<file path="src/rtl/tt_um_jleugeri_ttt_pkg.sv">
// Shared types for the token demultiplexer: FSM state encoding and
// index-width helpers used by the top and the testbench.
package tt_um_jleugeri_ttt_pkg;

    typedef enum logic [2:0] {
        ST_IDLE,
        ST_WAIT,
        ST_READ,
        ST_ACC,
        ST_NEXT,
        ST_DONE
    } state_e;

    // Width of a processor index; never below one bit.
    function automatic int unsigned idx_bits(input int unsigned n);
        return (n > 1) ? $clog2(n) : 1;
    endfunction

    localparam int unsigned DEFAULT_PROCS = 10;
    localparam int unsigned DEFAULT_IW    = idx_bits(DEFAULT_PROCS);

endpackage

</file>
<file path="src/rtl/tt_um_jleugeri_ttt_sat_acc.sv">
// One signed token accumulator cell: synchronous clear, +1/-1 step.
// Macro TTT_DEMUX_SATURATE_EN selects clamping at the signed limits;
// without it the value wraps modulo 2^W.
module tt_um_jleugeri_ttt_sat_acc #(
    parameter int W = 4
) (
    input  logic                clk,
    input  logic                reset,
    input  logic                clr_i,
    input  logic                add_i,
    input  logic                dec_i,
    output logic signed [W-1:0] val_o
);

    localparam logic signed [W-1:0] MAXV = {1'b0, {(W-1){1'b1}}};
    localparam logic signed [W-1:0] MINV = {1'b1, {(W-1){1'b0}}};

    logic signed [W-1:0] val_q, val_d, step;

    // Next value: clear wins over add; step is +1 or -1.
    always_comb begin
        step  = dec_i ? '1 : W'(1);
        val_d = val_q;
        if (clr_i) begin
            val_d = '0;
        end else if (add_i) begin
`ifdef TTT_DEMUX_SATURATE_EN
            if (dec_i ? (val_q == MINV) : (val_q == MAXV))
                val_d = val_q;
            else
                val_d = val_q + step;
`else
            val_d = val_q + step;
`endif
        end
    end

    // Accumulator register.
    always_ff @(posedge clk or posedge reset) begin
        if (reset) val_q <= '0;
        else       val_q <= val_d;
    end

    assign val_o = val_q;

endmodule

</file>
<file path="src/rtl/tt_um_jleugeri_ttt_demux.sv">
// Token demultiplexer: walks mux events, looks up each source's synapse
// range, reads every synapse and steps the target's good/bad accumulator
// by the event sign. Optional macro: TTT_DEMUX_SATURATE_EN (clamp
// accumulators instead of wrapping).
module tt_um_jleugeri_ttt_demux
    import tt_um_jleugeri_ttt_pkg::*;
#(
    parameter  int NUM_PROCESSORS  = 10,
    parameter  int NEW_TOKENS_BITS = 4,
    parameter  int SYN_ADDR_BITS   = 6,
    localparam int IW              = idx_bits(NUM_PROCESSORS)
) (
    input  logic                                      clk,
    input  logic                                      reset,
    input  logic                                      start_in,
    input  logic                                      mux_hot_in,
    input  logic                                      mux_done_in,
    output logic                                      mux_go_out,
    output logic                                      mux_next_out,
    input  logic [IW-1:0]                             idx_src_in,
    input  logic                                      t_start_in,
    input  logic                                      t_stop_in,
    output logic [IW-1:0]                             range_idx_out,
    input  logic [SYN_ADDR_BITS-1:0]                  range_base_in,
    input  logic [SYN_ADDR_BITS-1:0]                  range_count_in,
    output logic [SYN_ADDR_BITS-1:0]                  syn_addr_out,
    output logic                                      syn_rd_out,
    input  logic [IW-1:0]                             syn_tgt_in,
    input  logic                                      syn_bad_in,
    output logic [NUM_PROCESSORS*NEW_TOKENS_BITS-1:0] new_good_tokens,
    output logic [NUM_PROCESSORS*NEW_TOKENS_BITS-1:0] new_bad_tokens,
    output logic                                      tokens_valid_out,
    output logic                                      busy_out
);

    localparam int N = NEW_TOKENS_BITS;

    state_e                   state_q;
    logic                     busy_q;
    logic                     pend_q;     // WAIT sub-phase: range lookup in flight
    logic [1:0]               sign_q;     // two's complement +1 / -1 / 0
    logic [IW-1:0]            range_idx_q;
    logic [SYN_ADDR_BITS-1:0] base_q, count_q, cnt_q, addr_q;
    logic [1:0]               sign_d;
    logic                     clr_all, acc_en;

    assign sign_d = {1'b0, t_start_in} - {1'b0, t_stop_in};

    // Strobes decoded from state; go is gated so reset forces it low.
    assign mux_go_out       = (state_q == ST_IDLE) && start_in && !reset;
    assign mux_next_out     = (state_q == ST_NEXT);
    assign syn_rd_out       = (state_q == ST_READ);
    assign tokens_valid_out = (state_q == ST_DONE);

    assign clr_all = mux_go_out;
    assign acc_en  = (state_q == ST_ACC) && (int'(syn_tgt_in) < NUM_PROCESSORS);

    assign busy_out      = busy_q;
    assign range_idx_out = range_idx_q;
    assign syn_addr_out  = addr_q;

    // Sweep FSM with its registered outputs and latches.
    always_ff @(posedge clk or posedge reset) begin
        if (reset) begin
            state_q     <= ST_IDLE;
            busy_q      <= 1'b0;
            pend_q      <= 1'b0;
            sign_q      <= '0;
            range_idx_q <= '0;
            base_q      <= '0;
            count_q     <= '0;
            cnt_q       <= '0;
            addr_q      <= '0;
        end else begin
            case (state_q)
                ST_IDLE: begin
                    if (start_in) begin
                        state_q <= ST_WAIT;
                        busy_q  <= 1'b1;
                        pend_q  <= 1'b0;
                    end
                end
                ST_WAIT: begin
                    if (pend_q) begin
                        // Range table answers for range_idx_q this cycle.
                        pend_q <= 1'b0;
                        if (sign_q == 2'b00 || range_count_in == '0) begin
                            state_q <= ST_NEXT;
                        end else begin
                            base_q  <= range_base_in;
                            count_q <= range_count_in;
                            cnt_q   <= '0;
                            addr_q  <= range_base_in;
                            state_q <= ST_READ;
                        end
                    end else if (mux_done_in) begin
                        state_q <= ST_DONE;
                    end else if (mux_hot_in) begin
                        range_idx_q <= idx_src_in;
                        sign_q      <= sign_d;
                        pend_q      <= 1'b1;
                    end
                end
                ST_READ: state_q <= ST_ACC;
                ST_ACC: begin
                    if (cnt_q == count_q - 1'b1) begin
                        state_q <= ST_NEXT;
                    end else begin
                        cnt_q   <= cnt_q + 1'b1;
                        addr_q  <= base_q + cnt_q + 1'b1;
                        state_q <= ST_READ;
                    end
                end
                ST_NEXT: state_q <= ST_WAIT;
                ST_DONE: begin
                    state_q <= ST_IDLE;
                    busy_q  <= 1'b0;
                end
                default: begin
                    state_q <= ST_IDLE;
                    busy_q  <= 1'b0;
                end
            endcase
        end
    end

    // Per-processor good/bad accumulator pair.
    for (genvar i = 0; i < NUM_PROCESSORS; i++) begin : g_proc
        logic hit;
        assign hit = acc_en && (syn_tgt_in == IW'(i));

        tt_um_jleugeri_ttt_sat_acc #(.W(N)) u_good (
            .clk   (clk),
            .reset (reset),
            .clr_i (clr_all),
            .add_i (hit && !syn_bad_in),
            .dec_i (sign_q[1]),
            .val_o (new_good_tokens[i*N +: N])
        );

        tt_um_jleugeri_ttt_sat_acc #(.W(N)) u_bad (
            .clk   (clk),
            .reset (reset),
            .clr_i (clr_all),
            .add_i (hit && syn_bad_in),
            .dec_i (sign_q[1]),
            .val_o (new_bad_tokens[i*N +: N])
        );
    end

endmodule

</file>
<file path="config.mk">
export PLATFORM = sky130hd
export DESIGN_NAME = tt_um_jleugeri_ttt_demux
export DESIGN_NICKNAME = d
export VERILOG_FILES = /design/src/rtl/tt_um_jleugeri_ttt_pkg.sv /design/src/rtl/tt_um_jleugeri_ttt_sat_acc.sv /design/src/rtl/tt_um_jleugeri_ttt_demux.sv
export SDC_FILE = /design/constraint.sdc
export NUM_CORES = 1
export LEC_CHECK = 0
export BUFFER_PORTS_ARGS = -buffer_cell sky130_fd_sc_hd__buf_2
export CAP_MARGIN = 20
export CORE_AREA = 2 2 159 99
export DETAILED_ROUTE_END_ITERATION = 12
export DIE_AREA = 0 0 161 101
export GPL_ROUTABILITY_DRIVEN = 0
export PLACE_DENSITY = 0.69
export REMOVE_ABC_BUFFERS = 1
export SETUP_SLACK_MARGIN = 0.1
export SLEW_MARGIN = 20
export SYNTH_ARGS = -nofsm -noshare
export SYNTH_HDL_FRONTEND = slang
export SYNTH_HIERARCHICAL = 1
export SYNTH_SLANG_ARGS = --single-unit
</file>
<file path="constraint.sdc">
create_clock -name clk -period 8.1 [get_ports clk]
set_input_delay 1.215 -clock clk [delete_from_list [all_inputs] [get_ports clk]]
set_output_delay 1.215 -clock clk [all_outputs]
set_load 0.03 [all_outputs]
</file>
==> flow_metrics.tcl, run 1 <==
set metrics [dict create \
    r2r_slack_ns 5.09 \
    start_kind "input port" \
    via_per_inst 5.20 \
    hold_depth 2 \
    tritoncts "built" \
    synth_common_cells "dfrtp_1 (115), nor2_1 (107), nand2_1 (62)" \
    yosysMostFrequentCell "dfrtp_1" \
    wl_um 16800 \
    grt_setup_unrepaired "false" \
    finalSetupViolations 0 \
    swShare 0.381 \
    clk_pin_slew_ns 0.06 \
    cts_setup_buffers 0 \
    leakagePower_nw 4.69 \
    fin_skew_ns 0.0151 \
    ys_seq_area_frac 0.398 \
    nets 940 \
    synth.top_cell.area_share 0.398 \
    whs_endpoint "sign_q[0]$_DFFE_PP0P_" \
    area_growth_syn_to_layout_pct 20.1 \
    num_rows 35 \
    syn_inst 710 \
    cts_num_sinks 115 \
    power.density_mw_per_mm2 287 \
    ff_latch_area_mm2 0.00288 \
    portBuffers 122 \
    dp_cells 1027 \
    grt_use_met1 0.345 \
    tightestPinTransition_ns 0.890 \
    crit_buf_inv 3 \
    fin_cells 1059 \
    cts_max_path_buffers 2 \
    wire_per_inst_um 15.8 \
    hold_viol_final 0 \
    cts_buffers 17 \
    critical_path_arrival_ns 2.51 \
    fmax_mhz 269 \
    synthesis.area_mm2 0.00722 \
    start_util 0.485 \
    die_x_um 161 \
    p_sw_mw 0.948 \
    clk_latency_ns 0.41 \
    finalMaxSlewViolations 0 \
    slowest_stage "buf_4" \
    fin_area_mm2 0.00867 \
    antenna_cells 0 \
    async_reset_ff_frac 1.00 \
    pwr-share-comb 0.364 \
    multiInputGateArea_mm2 0.00416 \
    dp.final_hpwl_um 12200 \
    vias 5506 \
    ys_types 45 \
    crit_path_max_incr_delay_ns 0.47 \
    p_seq_frac 0.327 \
    synthTopCellsByArea "dfrtp_1 (40%), ha_1 (8.3%), mux2i_1 (6.4%)" \
    period_needed_ns 3.72 \
    outcome "completed" \
    cts.htree.levels 4 \
    rr_worst_depth 8 \
    critical_path.cell_chain "buf_2 -> nor3_2 -> buf_4 -> buf_2" \
    total_power_mw 2.49 \
    setup_tns_ns 0 \
    cts_resized 0 \
    antenna_found_initial 0 \
    cp.required_ns 6.88 \
    ant_nets 0 \
    maxSlewHeadroom 0.402 \
    syn_avg_cell_area_um2 10.2 \
    grt_overflow 0 \
    track_usage 0.216 \
    grt_pass1_vias 5232 \
    min_from "sign_q[0]$_DFFE_PP0P_" \
    place_area_mm2 0.00807 \
    cp_max_fo 48 \
    root_buffer "clkbuf_16" \
    drive_gt1_frac 0.228 \
    p_int_mw 1.54 \
    synth-edff-count 0 \
    nFillCells 1323 \
    die_area_mm2 0.0163 \
    maxCapViolCount 0 \
    grt_use_met3 0.0465 \
    period_share 0.460 \
    grt.busiest_layer "met1" \
    crit_top_cell "buf_2" \
    core_mm2 0.0149 \
    ys.flop_type "dfrtp_1" \
    met2_usage 0.292 \
    yosys.area.top_type "dfrtp_1" \
    ys_seq_elements 115 \
    end_kind "primary output" \
    ys_warn_count 6 \
    r2r_start "state_q[2]$_DFFE_PP0P_" \
    drtIter0Drc 319 \
    cp_top_family "buffers and inverters" \
    postCtsHoldBufs 0 \
    min_path_type "reg -> reg" \
    criticalPathCategory "in -> out" \
    r2r-end "g_proc[6].u_good/val_o[3]$_DFFE_PP0P_" \
    drc 0 \
    clockPowerShare 0.309 \
    grt_start_max_net_pins 84 \
    die_height_um 101 \
    ir_worst_vdd_mv 0.180 \
    io-pin-count 123 \
    grt_pass1_wl_um 27600 \
    firstDrtPassIters 5 \
]
registers in the layout, indices dropped and copies added, names as in the netlist:
| register | count |
|---|---|
| syn_addr_out | 6 |
| range_idx_out | 4 |
| pend_q | 1 |
| g_proc.u_bad/val_o | 40 |
| cnt_q | 6 |
| base_q | 6 |
| state_q | 3 |
| sign_q | 2 |
| g_proc.u_good/val_o | 40 |
| busy_out | 1 |
| count_q | 6 |
how the worst max path moves through the flow:
stage / startpoint / end / slack, ns / cells after the start
after detailed placement: reset / mux_go_out / 4.40 / 4
after global routing: reset / mux_go_out / 4.32 / 4
final: reset / mux_go_out / 4.38 / 4
after global placement: reset / mux_go_out / 4.40 / 4
after floorplan: reset / mux_go_out / 0.08 / 1
after CTS: reset / mux_go_out / 4.39 / 4
power by group through the flow:
stage          sequential [mW]  combinational, mW  clock (mW)
5_1_grt                  0.834               1.02       0.814
4_1_cts                  0.813              0.907       0.782
6_report                 0.814              0.905       0.769
3_3_place_gp             0.820              0.884           0
2_1_floorplan            0.933              0.554           0
3_5_place_dp             0.820              0.907           0
layout make-up:
class                   count  share of cell area
repair buffers            126              0.0743
clock inverters            11              0.0153
well taps                 203              0.0293
inverters                  35              0.0151
flip-flops and latches    115               0.332
multi-input cells         548               0.479
clock buffers              21              0.0542
logic make-up after synthesis:
kind of cell	Yosys count	synth area share
buffers and inverters	47	0.0265
flip-flops	115	0.398
AO/OA/AOI/OAI	107	0.110
AND/OR/NAND/NOR	252	0.161
multiplexers	72	0.105
adder cells (fa/ha/maj)	69	0.141
XOR/XNOR	48	0.0582
placed cells by master, fill, tap and decap left out, types with 5 or more instances in the layout:
master,netlist,layout
nand2b_1,26,26
nor2b_1,22,22
a211oi_1,22,22
mux2_1,20,20
dfrtp_1,115,114
a21oi_2,20,20
xnor2_1,45,45
nand2_1,62,62
o21ai_0,16,16
inv_1,35,35
ha_1,48,48
a21oi_1,7,7
mux2i_1,46,46
nand3_1,6,6
clkbuf_16,0,17
a21o_1,23,23
fa_1,21,21
o211ai_1,6,6
nor3_1,13,12
clkinv_2,0,7
buf_2,0,122
mux2_2,5,5
nor2_1,107,107
tightest hold or removal path: stages (launching register included):
cell	delay [ns]
dfrtp_1	0.34
nand2_1	0.05
o21ai_0	0.06
per-layer routing:
metal  routed length (µm)  up-vias  part of all wire
li1                     -     2714                 -
met1                 9070     2668              0.54
met2                 6870      114              0.41
met3                  725       10             0.043
met4                  123        0            0.0073
met5                    0        -                 0
per-stage QoR:
stage | setup WS (ns) | hold slack (ns) | util
finish | 4.38 | 0.483 | 0.582
global route | 4.32 | 0.517 | 0.582
CTS | 4.39 | 0.483 | 0.582
detailed placement | 4.40 | 0.469 | 0.542
global placement | 4.40 | 0.464 | 0.542
floorplan | 0.0783 | 0.445 | -
(Power assumes the default switching activity.)
==> run 2, diff against run 1 <==
- PLACE_DENSITY: 0.69 -> 0.72
- clock period: 8.1 -> 3.1 ns (I/O delays scaled with it)
==> flow_metrics.tcl, run 2 (synthesized netlist as in run 1, its figures left out) <==
set metrics [dict create \
    cts_setup_buffers 0 \
    fin_util 0.592 \
    wl_um 16700 \
    grt_pass1_wl_um 27400 \
    via_per_inst 5.14 \
    cp.required_ns 3.39 \
    drc 0 \
    critical_path.cell_chain "nand2b_1 -> or2_2 -> nor2_1 -> nand3_1 -> nor2_1 -> nand2b_1 -> mux2i_1 -> mux2_1" \
    min_path_type "in -> async" \
    grt_setup_unrepaired "false" \
    outcome "completed" \
    die_x_um 161 \
    ant_nets 0 \
    cp_max_fo 10 \
    drtIter0Drc 325 \
    power.density_mw_per_mm2 742 \
    criticalPathCategory "reg -> reg" \
    grt_overflow 0 \
    portBuffers 122 \
    nets 958 \
    start_util 0.485 \
    track_usage 0.213 \
    drive_gt1_frac 0.243 \
    clk_latency_ns 0.41 \
    period_share 0.863 \
    maxCapViolCount 0 \
    io-pin-count 123 \
    fin_skew_ns 0.0120 \
    maxSlewHeadroom 0.624 \
    firstDrtPassIters 5 \
    die_area_mm2 0.0163 \
    grt_start_max_net_pins 91 \
    ir_worst_vdd_mv 0.516 \
    cts_buffers 17 \
    critical_path_arrival_ns 2.96 \
    place_area_mm2 0.00823 \
    core_mm2 0.0149 \
    die_height_um 101 \
    setup_ws_ns 0.426 \
    num_rows 35 \
    period_needed_ns 2.67 \
    hold_viol_final 0 \
    antenna_cells 0 \
    root_buffer "clkbuf_16" \
    dp_cells 1045 \
    finalMaxSlewViolations 0 \
    leakagePower_nw 4.76 \
    start_kind "flop" \
    fin_cells 1076 \
    wire_per_inst_um 15.5 \
    crit_path_max_incr_delay_ns 0.49 \
    dp.final_hpwl_um 12000 \
    fmax_mhz 374 \
    fin_area_mm2 0.00882 \
    total_power_mw 6.54 \
    place_ws_ns 0.474 \
    cts_max_path_buffers 2 \
    end_kind "flop" \
    grt_pass1_vias 5183 \
    vias 5535 \
    clk_pin_slew_ns 0.06 \
    layout_common_cells "buf_2 (122), dfrtp_1 (114), nor2_1 (107)" \
    area_growth_syn_to_layout_pct 22.1 \
    cts_num_sinks 115 \
    final_common_cell "buf_2" \
    tightestPinTransition_ns 0.559 \
    slowest_stage "nor2_1" \
    finalSetupViolations 0 \
    tritoncts "built" \
    antenna_found_initial 0 \
    cts.htree.levels 4 \
    postCtsHoldBufs 0 \
    cts_resized 0 \
]
-- run 2: path summary, 6_finish.rpt --
path / from / endpoint / slack (ns) / cells after the start
max: state_q[0]$_DFFE_PP0P_ / g_proc[6].u_bad/val_o[3]$_DFFE_PP0P_ / 0.43 / 8
min: reset / g_proc[3].u_good/val_o[0]$_DFFE_PP0P_ / 0.28 / 3
max reg2reg: state_q[0]$_DFFE_PP0P_ / g_proc[6].u_bad/val_o[3]$_DFFE_PP0P_ / 0.43 / 8
min reg2reg: sign_q[0]$_DFFE_PP0P_ / sign_q[0]$_DFFE_PP0P_ / 0.49 / 2
max in group asynchronous: reset / syn_addr_out[0]$_DFFE_PP0P_ / 2.06 / 4
min in group clk: range_base_in[2] / base_q[2]$_DFFE_PP0P_ / 0.28 / 3
-- run 2: worst max-delay path, delay by kind of cell, from the launching register on --
kind | cells | cell delay (ns)
mux | 2 | 0.50
simple gates | 6 | 1.57
flops | 1 | 0.48
-- run 2: report_power, final --
group / internal, mW / leakage (nW) / switching, mW
Combinational: 0.990 / 2.94 / 1.46
Clock: 1.26 / 0.270 / 0.720
Sequential: 1.78 / 1.54 / 0.339
Total: 4.02 / 4.76 / 2.52
-- run 2: per-stage QoR --
stage	TNS (ns)	hold WS, ns
floorplan	-308.51	0.231
global placement	0	0.462
detailed placement	0	0.477
CTS	0	0.260
global route	0	0.275
finish	0	0.277
-- run 2: layout make-up --
| cell class | instances | area, µm² |
|---|---|---|
| timing repair buffer | 144 | 801 |
| tap | 203 | 254 |
| fill | 1261 | 6070 |
| sequential | 115 | 2880 |
| inverter | 35 | 131 |
| multi-input combinational | 548 | 4160 |
| clock inverter | 13 | 163 |
| clock buffer | 18 | 429 |
-- run 2: routing by layer --
| layer | up-vias | share of wire | GRT usage |
|---|---|---|---|
| li1 | 2742 | - | - |
| met4 | 0 | 0.0096 | 0.0604 |
| met1 | 2643 | 0.54 | 0.339 |
| met5 | - | 0 | 0 |
| met2 | 135 | 0.40 | 0.289 |
| met3 | 15 | 0.046 | 0.0411 |
